File: src/rtl/ring_output_arbiter_pkg.sv
// ring_output_arbiter_pkg: shared NoC flit field positions and default flit width.
package ring_output_arbiter_pkg;
    localparam int FLIT_W  = 64;
    localparam int HOP_MSB = 55;
    localparam int HOP_LSB = 48;
    localparam int VC_BIT  = 56;
    localparam int DIR_BIT = 57;
endpackage

File: src/rtl/ring_output_arbiter_rr_arbiter2.sv
// ring_output_arbiter_rr_arbiter2: two-requester round-robin; bit 0 = ring, bit 1 = PE.
module ring_output_arbiter_rr_arbiter2 (
    input  logic       clk,
    input  logic       reset,
    input  logic       i_en,
    input  logic [1:0] i_req,
    output logic [1:0] o_gnt
);
    logic r_prio;
    assign o_gnt = ~i_en ? 2'b00 : (&i_req) ? (r_prio ? 2'b10 : 2'b01) : i_req;
    // The loser of the last grant gets priority next time
    always_ff @(posedge clk) begin
        if (reset)
            r_prio <= 1'b0;
        else if (|o_gnt)
            r_prio <= o_gnt[0];
    end
endmodule

File: src/rtl/ring_output_arbiter.sv
// ring_output_arbiter: shares one ring link between the ring pass-through and PE injection
// buffers, decrementing the hop count of forwarded ring flits into a one-entry output register.
module ring_output_arbiter
    import ring_output_arbiter_pkg::*;
#(
    parameter int WIDTH   = FLIT_W,
    parameter int HOP_MSB = ring_output_arbiter_pkg::HOP_MSB,
    parameter int HOP_LSB = ring_output_arbiter_pkg::HOP_LSB
) (
    input  logic             clk,
    input  logic             reset,
    input  logic             ringFull,
    input  logic [WIDTH-1:0] ringData,
    output logic             ringRdEnable,
    input  logic             peFull,
    input  logic [WIDTH-1:0] peData,
    output logic             peRdEnable,
    output logic             so,
    input  logic             ri,
    output logic [WIDTH-1:0] dataOut,
    output logic             hopErr
);
    localparam int HW = HOP_MSB - HOP_LSB + 1;
    logic [WIDTH-1:0] r_out;
    logic             r_valid;
    logic             r_hop_err;
    logic             w_load;
    logic [1:0]       w_gnt;
    logic [HW-1:0]    w_hop;
    logic             w_hop_zero;
    logic [WIDTH-1:0] w_ring_fwd;
    assign w_load     = ~reset & (~r_valid | ri);
    assign w_hop      = ringData[HOP_MSB:HOP_LSB];
    assign w_hop_zero = (w_hop == '0);
    ring_output_arbiter_rr_arbiter2 u_arb (
        .clk   (clk),
        .reset (reset),
        .i_en  (w_load),
        .i_req ({peFull, ringFull}),
        .o_gnt (w_gnt)
    );
    // Hop count saturates at zero; an expired flit is flagged rather than wrapped
    always_comb begin
        w_ring_fwd                  = ringData;
        w_ring_fwd[HOP_MSB:HOP_LSB] = w_hop_zero ? w_hop : w_hop - 1'b1;
    end
    always_ff @(posedge clk) begin
        if (reset) begin
            r_out     <= '0;
            r_valid   <= 1'b0;
            r_hop_err <= 1'b0;
        end else begin
            r_hop_err <= w_gnt[0] & w_hop_zero;
            if (|w_gnt) begin
                r_out   <= w_gnt[0] ? w_ring_fwd : peData;
                r_valid <= 1'b1;
            end else if (ri) begin
                r_valid <= 1'b0;
            end
        end
    end
    assign ringRdEnable = w_gnt[0];
    assign peRdEnable   = w_gnt[1];
    assign so           = r_valid;
    assign dataOut      = r_out;
    assign hopErr       = r_hop_err;
endmodule

File: config.mk
export PLATFORM = sky130hd
export DESIGN_NAME = ring_output_arbiter
export DESIGN_NICKNAME = d
export VERILOG_FILES = /design/src/rtl/ring_output_arbiter_pkg.sv /design/src/rtl/ring_output_arbiter_rr_arbiter2.sv /design/src/rtl/ring_output_arbiter.sv
export SDC_FILE = /design/constraint.sdc
export NUM_CORES = 1
export LEC_CHECK = 0
export BUFFER_PORTS_ARGS = -buffer_cell sky130_fd_sc_hd__buf_2
export CORE_ASPECT_RATIO = 0.5
export CORE_UTILIZATION = 42
export CTS_CLUSTER_SIZE = 16
export DETAILED_ROUTE_END_ITERATION = 8
export PLACE_DENSITY = 0.82
export SLEW_MARGIN = 20
export SYNTH_ARGS = -nofsm -noshare
export SYNTH_HDL_FRONTEND = slang
export SYNTH_SLANG_ARGS = --single-unit
File: constraint.sdc
create_clock -name clk -period 2 [get_ports clk]
set_clock_uncertainty 0.15 [all_clocks]
set_input_delay 0.1 -clock clk [delete_from_list [all_inputs] [get_ports clk]]
set_output_delay 0.1 -clock clk [all_outputs]
set_load 0.03 [all_outputs]
# Word level (Yosys, flattened, before mapping)
# Index checks and enable logic that the tools add are counted.
[totals] reg_bits=67 elab_cells=21
[classes] addsub=1 n_mux=7 bitwise_logic=5 n_reduce_logical=4
[ops] op="64-bit 2-to-1 mux" n=1
[ops] op="8-bit logical NOT" n=1
[ops] op="8-bit 2-to-1 mux" n=1
[ops] op="8-bit by 1-bit subtractor with 8-bit output, second input constant" n=1
[ops] op="2-bit 2-to-1 mux" n=3
[ops] op="1-bit AND" n=2
[ops] op="1-bit 2-to-1 mux" n=2
[ops] op="1-bit inverter" n=2
[ops] op="2-bit AND reduction" n=1
[ops] op="2-bit nonzero test" n=1
[ops] op="2-bit OR reduction" n=1
[ops] op="1-bit bitwise OR" n=1

# Longest topological paths before layout
[logic_depth] depth_word=6 depth_mapped=7 depth_no_buf=6

# Hierarchy
# From an unflattened synthesis, not the netlist that was laid out.
[hier_totals] cells_unflattened=386 area_unflattened_um2=3224.3
[modules_own_cells] mod="ring_output_arbiter" n_inst=1 cells_each=378 area_per_inst_um2=3169.3 seq_area_each_um2=1321.3
[modules_own_cells] mod="ring_output_arbiter_rr_arbiter2" n_inst=1 cells_each=8 area_per_inst_um2=55.1 seq_area_each_um2=20.0

# Least setup slack after synthesis
# No wires, ideal clock.
[synth_path] path_type="reg2reg" start="register r_valid (netlist: so)" end="register r_out[35] (netlist: dataOut[35])" arrival_time_ns=1.468 t_required_ns=1.759 setup_slack_ns=0.291 stages_incl_launch_ff=7 path_buffers=1 cell_sequence="dfxtp_1 nand2b_1 nand4_2 inv_2 buf_4 nand2_1 a311oi_1"
[synth_via] elab_chain_cells=5 word_cells_on_any_way=6
[synth_rtl] item="start: declaration" line="ring_output_arbiter.sv:25" source="logic r_valid;"
[synth_rtl] item="start signal: assignment" line="ring_output_arbiter.sv:50" source="r_valid <= 1'b0;"
[synth_rtl] item="start signal: assignment" line="ring_output_arbiter.sv:56" source="r_valid <= 1'b1;"
[synth_rtl] item="start signal: assignment" line="ring_output_arbiter.sv:58" source="r_valid <= 1'b0;"
[synth_rtl] item="1-bit inverter (*)" line="ring_output_arbiter.sv:32" source="assign w_load = ~reset & (~r_valid | ri);"
[synth_rtl] item="1-bit bitwise OR (*)" line="ring_output_arbiter.sv:32"
[synth_rtl] item="1-bit AND (*)" line="ring_output_arbiter.sv:32"
[synth_rtl] item="2-bit 2-to-1 mux (*)" line="ring_output_arbiter_rr_arbiter2.sv:10" source="assign o_gnt = ~i_en ? 2'b00 : (&i_req) ? (r_prio ? 2'b10 : 2'b01) : i_req;"
[synth_rtl] item="net ringRdEnable" line="ring_output_arbiter.sv:14" source="output logic ringRdEnable,"
[synth_rtl] item="64-bit 2-to-1 mux or 2-bit OR reduction (tied branches)" line="ring_output_arbiter.sv:55, ring_output_arbiter.sv:54"
[synth_rtl] item="end signal: assignment" line="ring_output_arbiter.sv:55" source="r_out <= w_gnt[0] ? w_ring_fwd : peData;"
[synth_rtl] item="end: declaration" line="ring_output_arbiter.sv:24" source="logic [WIDTH-1:0] r_out;"
# The timed path passes the listed nets; every way through them passes the cells marked *.
# A chain may end at the register's enable or synchronous reset.

# Worst setup path after layout
[layout_path] start="input port reset" end="output port ringRdEnable"
[layout_via] elab_chain_cells=3
[layout_rtl] item="start: declaration" line="ring_output_arbiter.sv:11" source="input logic reset,"
[layout_rtl] item="1-bit inverter" line="ring_output_arbiter.sv:32"
[layout_rtl] item="1-bit AND" line="ring_output_arbiter.sv:32"
[layout_rtl] item="2-bit 2-to-1 mux" line="ring_output_arbiter_rr_arbiter2.sv:10"
[layout_rtl] item="end: declaration" line="ring_output_arbiter.sv:14"
# No other way between the ends.

==> results.md <==
* Largest family of logic cells by synthesized area: simple AND/OR/NAND/NOR gates
* Critical Path Fanout Max at 21
* Die Width at between 100 and 150 um
* Final Hold Slack at around 0.018 ns
* Maxcap violations at 0
* Crit Path Category: in -> out
* Pin count of the biggest net entering global routing at slightly below 70
* Yosys warning count at 0
* Power per cell area at 716 nW/um^2
* Rel. slew slack at about 70%
* Crit path launch type: primary input
* Switch Pwr at approximately 1300 uW
* First-iteration detailed-routing DRC count at roughly 390
* First-pass GRT wire length at 21800 um
* Post-synth ARST share at 0%
* Final Max Slew Viols at 0
* XOR/XNOR share of the synthesized area at ~1.7%
* Slew @ Worst Pin at around 0.47 ns
* Share of power burned in the clock network at a little over a third
* Drt wl/cell at ~18 um
* Root Buffer Master: clkbuf_16
* Leak Pwr at between 0.002 and 0.003 uW
* Buffers and inverters on the worst path at 6
* Non-Filler Instances at 798
* GRT Residual Overflow at 0
* Via-to-Cell Ratio at ~5.6
* Clk sink count at 67
* Critical Path Most Common Cell: buf_2
* Core Region at about 6900 um^2
* Compound-Gate Fraction of Synth Area at between 20% and 30%
* Post-Syn Nets at roughly 520
* Design area at approximately 5700 um^2
* Chip height at 62.2 um
* Die Footprint at 7620 um^2
* Slowest-stage cell, CP: dlygate4sd3_1
* I/O Pins at between 200 and 250
* # diodes at 0
* Register area share after synthesis at roughly 44%
* Worst-skew pair later-pin latency at 0.32 ns
* Cell Chain, Critical Path: dlygate4sd3_1 -> buf_2 -> inv_2 -> nand4_2 -> clkinv_4 -> buf_12 -> buf_2
* Most common cell after layout, fill and taps aside: buf_2
* Storage element area at 1340 um^2
* Fillers at about 400
* Crit-path max cell delay at roughly 0.55 ns
* Initial core utilization at approximately 44%
* Synth unique cells at 35
* Seq cells post-synth at between 60 and 70
* Inserted Clock Buffers at 9
* Clock period minus worst slack at between 1.5 and 2 ns
* Post-synthesis simple-gate area fraction at between 20% and 30%
* Multi-input gate area at between 1500 and 2000 um^2
* DPL Wire Length at 6230 um
* Number of synthesized flops with an enable pin at 0
* NumNets Final at between 800 and 900
* Post-synthesis mux area share at 0.328%
* Commonest cells after routing, fill and taps aside: buf_2 (200), dlygate4sd3_1 (125), nand2_1 (119), nor2_1 (67), dfxtp_1 (67)
* CP Capture Type: output pin
* CTS tree: yes
* CP required at ~1.8 ns
* DRC Markers at 0
* Post-Synth Adder-Cell Area at 0.411%
* Final Hold Viols at 0
* Placed Area at 4110 um^2
* Min setup slack post-route at around 0.064 ns
* Vias at around 4500
* Number of global-route vias before repair at between 4000 and 5000
* Clock slew seen by the registers of the worst setup and hold paths at around 0.050 ns
* Post-Route WL at between 10000 and 15000 um
* Type of the worst min-delay path: in -> reg
* Internal power at approximately 2800 uW
* Antenna-violating nets left at 0
* Main flop type after synthesis: dfxtp_1
* Worst EP arrival at between 1.5 and 2 ns
* First drt pass iteration count at 5
* Placed Instances at around 660
* Tot GR Track Use at between 30% and 40%
* Initial antenna violation count at 0
* DP Worst Slack at 0.0901 ns
* Setup violations, final at 0
* Layout area overhead at 85.7%
* CP top delay family: buffers and inverters
* Avg Cell Area, Syn at between 7 and 8 um^2
* Maximum vdd drop at 0.468 mV
* Mapped Area at around 3000 um^2
* # port buffers at 200
* Site row count at 21
* GPL Wtd Cong at 0.857
* Design Power at a little over 4000 uW
* Max Clk Rate at 516 MHz
* Sequential Power Share at between 30% and 40%
* Layout cell share with drive strength beyond 1 at 32.6%
* Combinational power share at roughly 28%
* Clock buffer depth at 2
* CTS HTree Levels at 3
* Fin crit share at between 90% and 100%
* Status: completed
* Mapped Cells at 390
* Switch share at a little under a third
[cell families (layout without fill, tap and decap cells)]
family | Yosys count | after routing
and+or+nand+nor | 204 | 204
xor gates and xnor gates | 6 | 6
AOI/OAI and AO/OA | 73 | 73
DFF | 67 | 67
adders and majority gates | 1 | 1
buffers and inverters | 38 | 354
muxes | 1 | 1
[per-layer routing]
metal,global-route usage (%),vias to the layer above,routed length [um]
met5,0,-,0
met4,28.5,0,1150
met3,11.5,115,1180
met2,65.4,322,6980
met1,36.0,2047,5070
li1,-,1989,-
[metrics by stage]
step           utilization, %  TNS, ns
6_report                 82.5        0
3_5_place_dp             60.0        0
4_1_cts                  82.0        0
2_1_floorplan               -        0
5_1_grt                  82.5   -0.157
3_3_place_gp             60.0        0
[worst reg2reg max path: stages (launching register included)]
cell and delay (ns):
dfxtp_1 0.34, nor2b_1 0.18, nor3_4 0.28, buf_12 0.32, nor2_1 0.10, a311oi_1 0.37
[worst paths after layout]
check / from / end / slack [ns] / cells after the start
setup / recovery: reset / ringRdEnable / 0.06 / 7
hold / removal: ringData[51] / dataOut[51] / 0.02 / 4
setup reg to reg: so / dataOut[2] / 0.14 / 5
hold reg to reg: dataOut[21] / dataOut[21] / 0.34 / 2
[synth_stat cells, drive strengths merged (3+ instances only)]
master | count | area, um^2
xor2 | 5 | 43.8
a311oi | 60 | 532
a22oi | 3 | 22.5
nor3 | 4 | 25.0
o22ai | 3 | 18.8
clkbuf | 19 | 71.3
buf | 14 | 87.6
nand3 | 4 | 20.0
nand2 | 120 | 453
nor2 | 67 | 251
inv | 5 | 18.8
dfxtp | 67 | 1340
[power by group through the flow]
stage	combinational (uW)	clock [uW]	sequential, uW
final	1130	1400	1510
after floorplan	324	0	1750
after CTS	1050	1420	1500
after global routing	1200	1500	1520
after detailed placement	864	0	1530
after global placement	854	0	1530
[layout make-up]
type	instances	share of cell area, %
flip-flops and latches	67	23.7
inverters	5	0.420
clock inverters	3	0.265
repair buffers	334	42.1
multi-input cells	285	27.1
well taps	92	2.03
clock buffers	12	4.36
[what timing repair did]
| item | CTS | global route |
|---|---|---|
| gates resized for setup | 0 | 8 |
| hold buffers | 125 | 0 |
| hold endpoints to repair | 64 | 0 |
| setup buffers | 0 | 2 |
| endpoints found under the setup margin | 0 | 53 |
[flip-flops by register name, indices dropped and copies added (netlist names)]
| register | count |
|---|---|
| so | 1 |
| dataOut | 64 |
| u_arb.r_prio | 1 |
| hopErr | 1 |
Power figures use the tool's default switching activity.
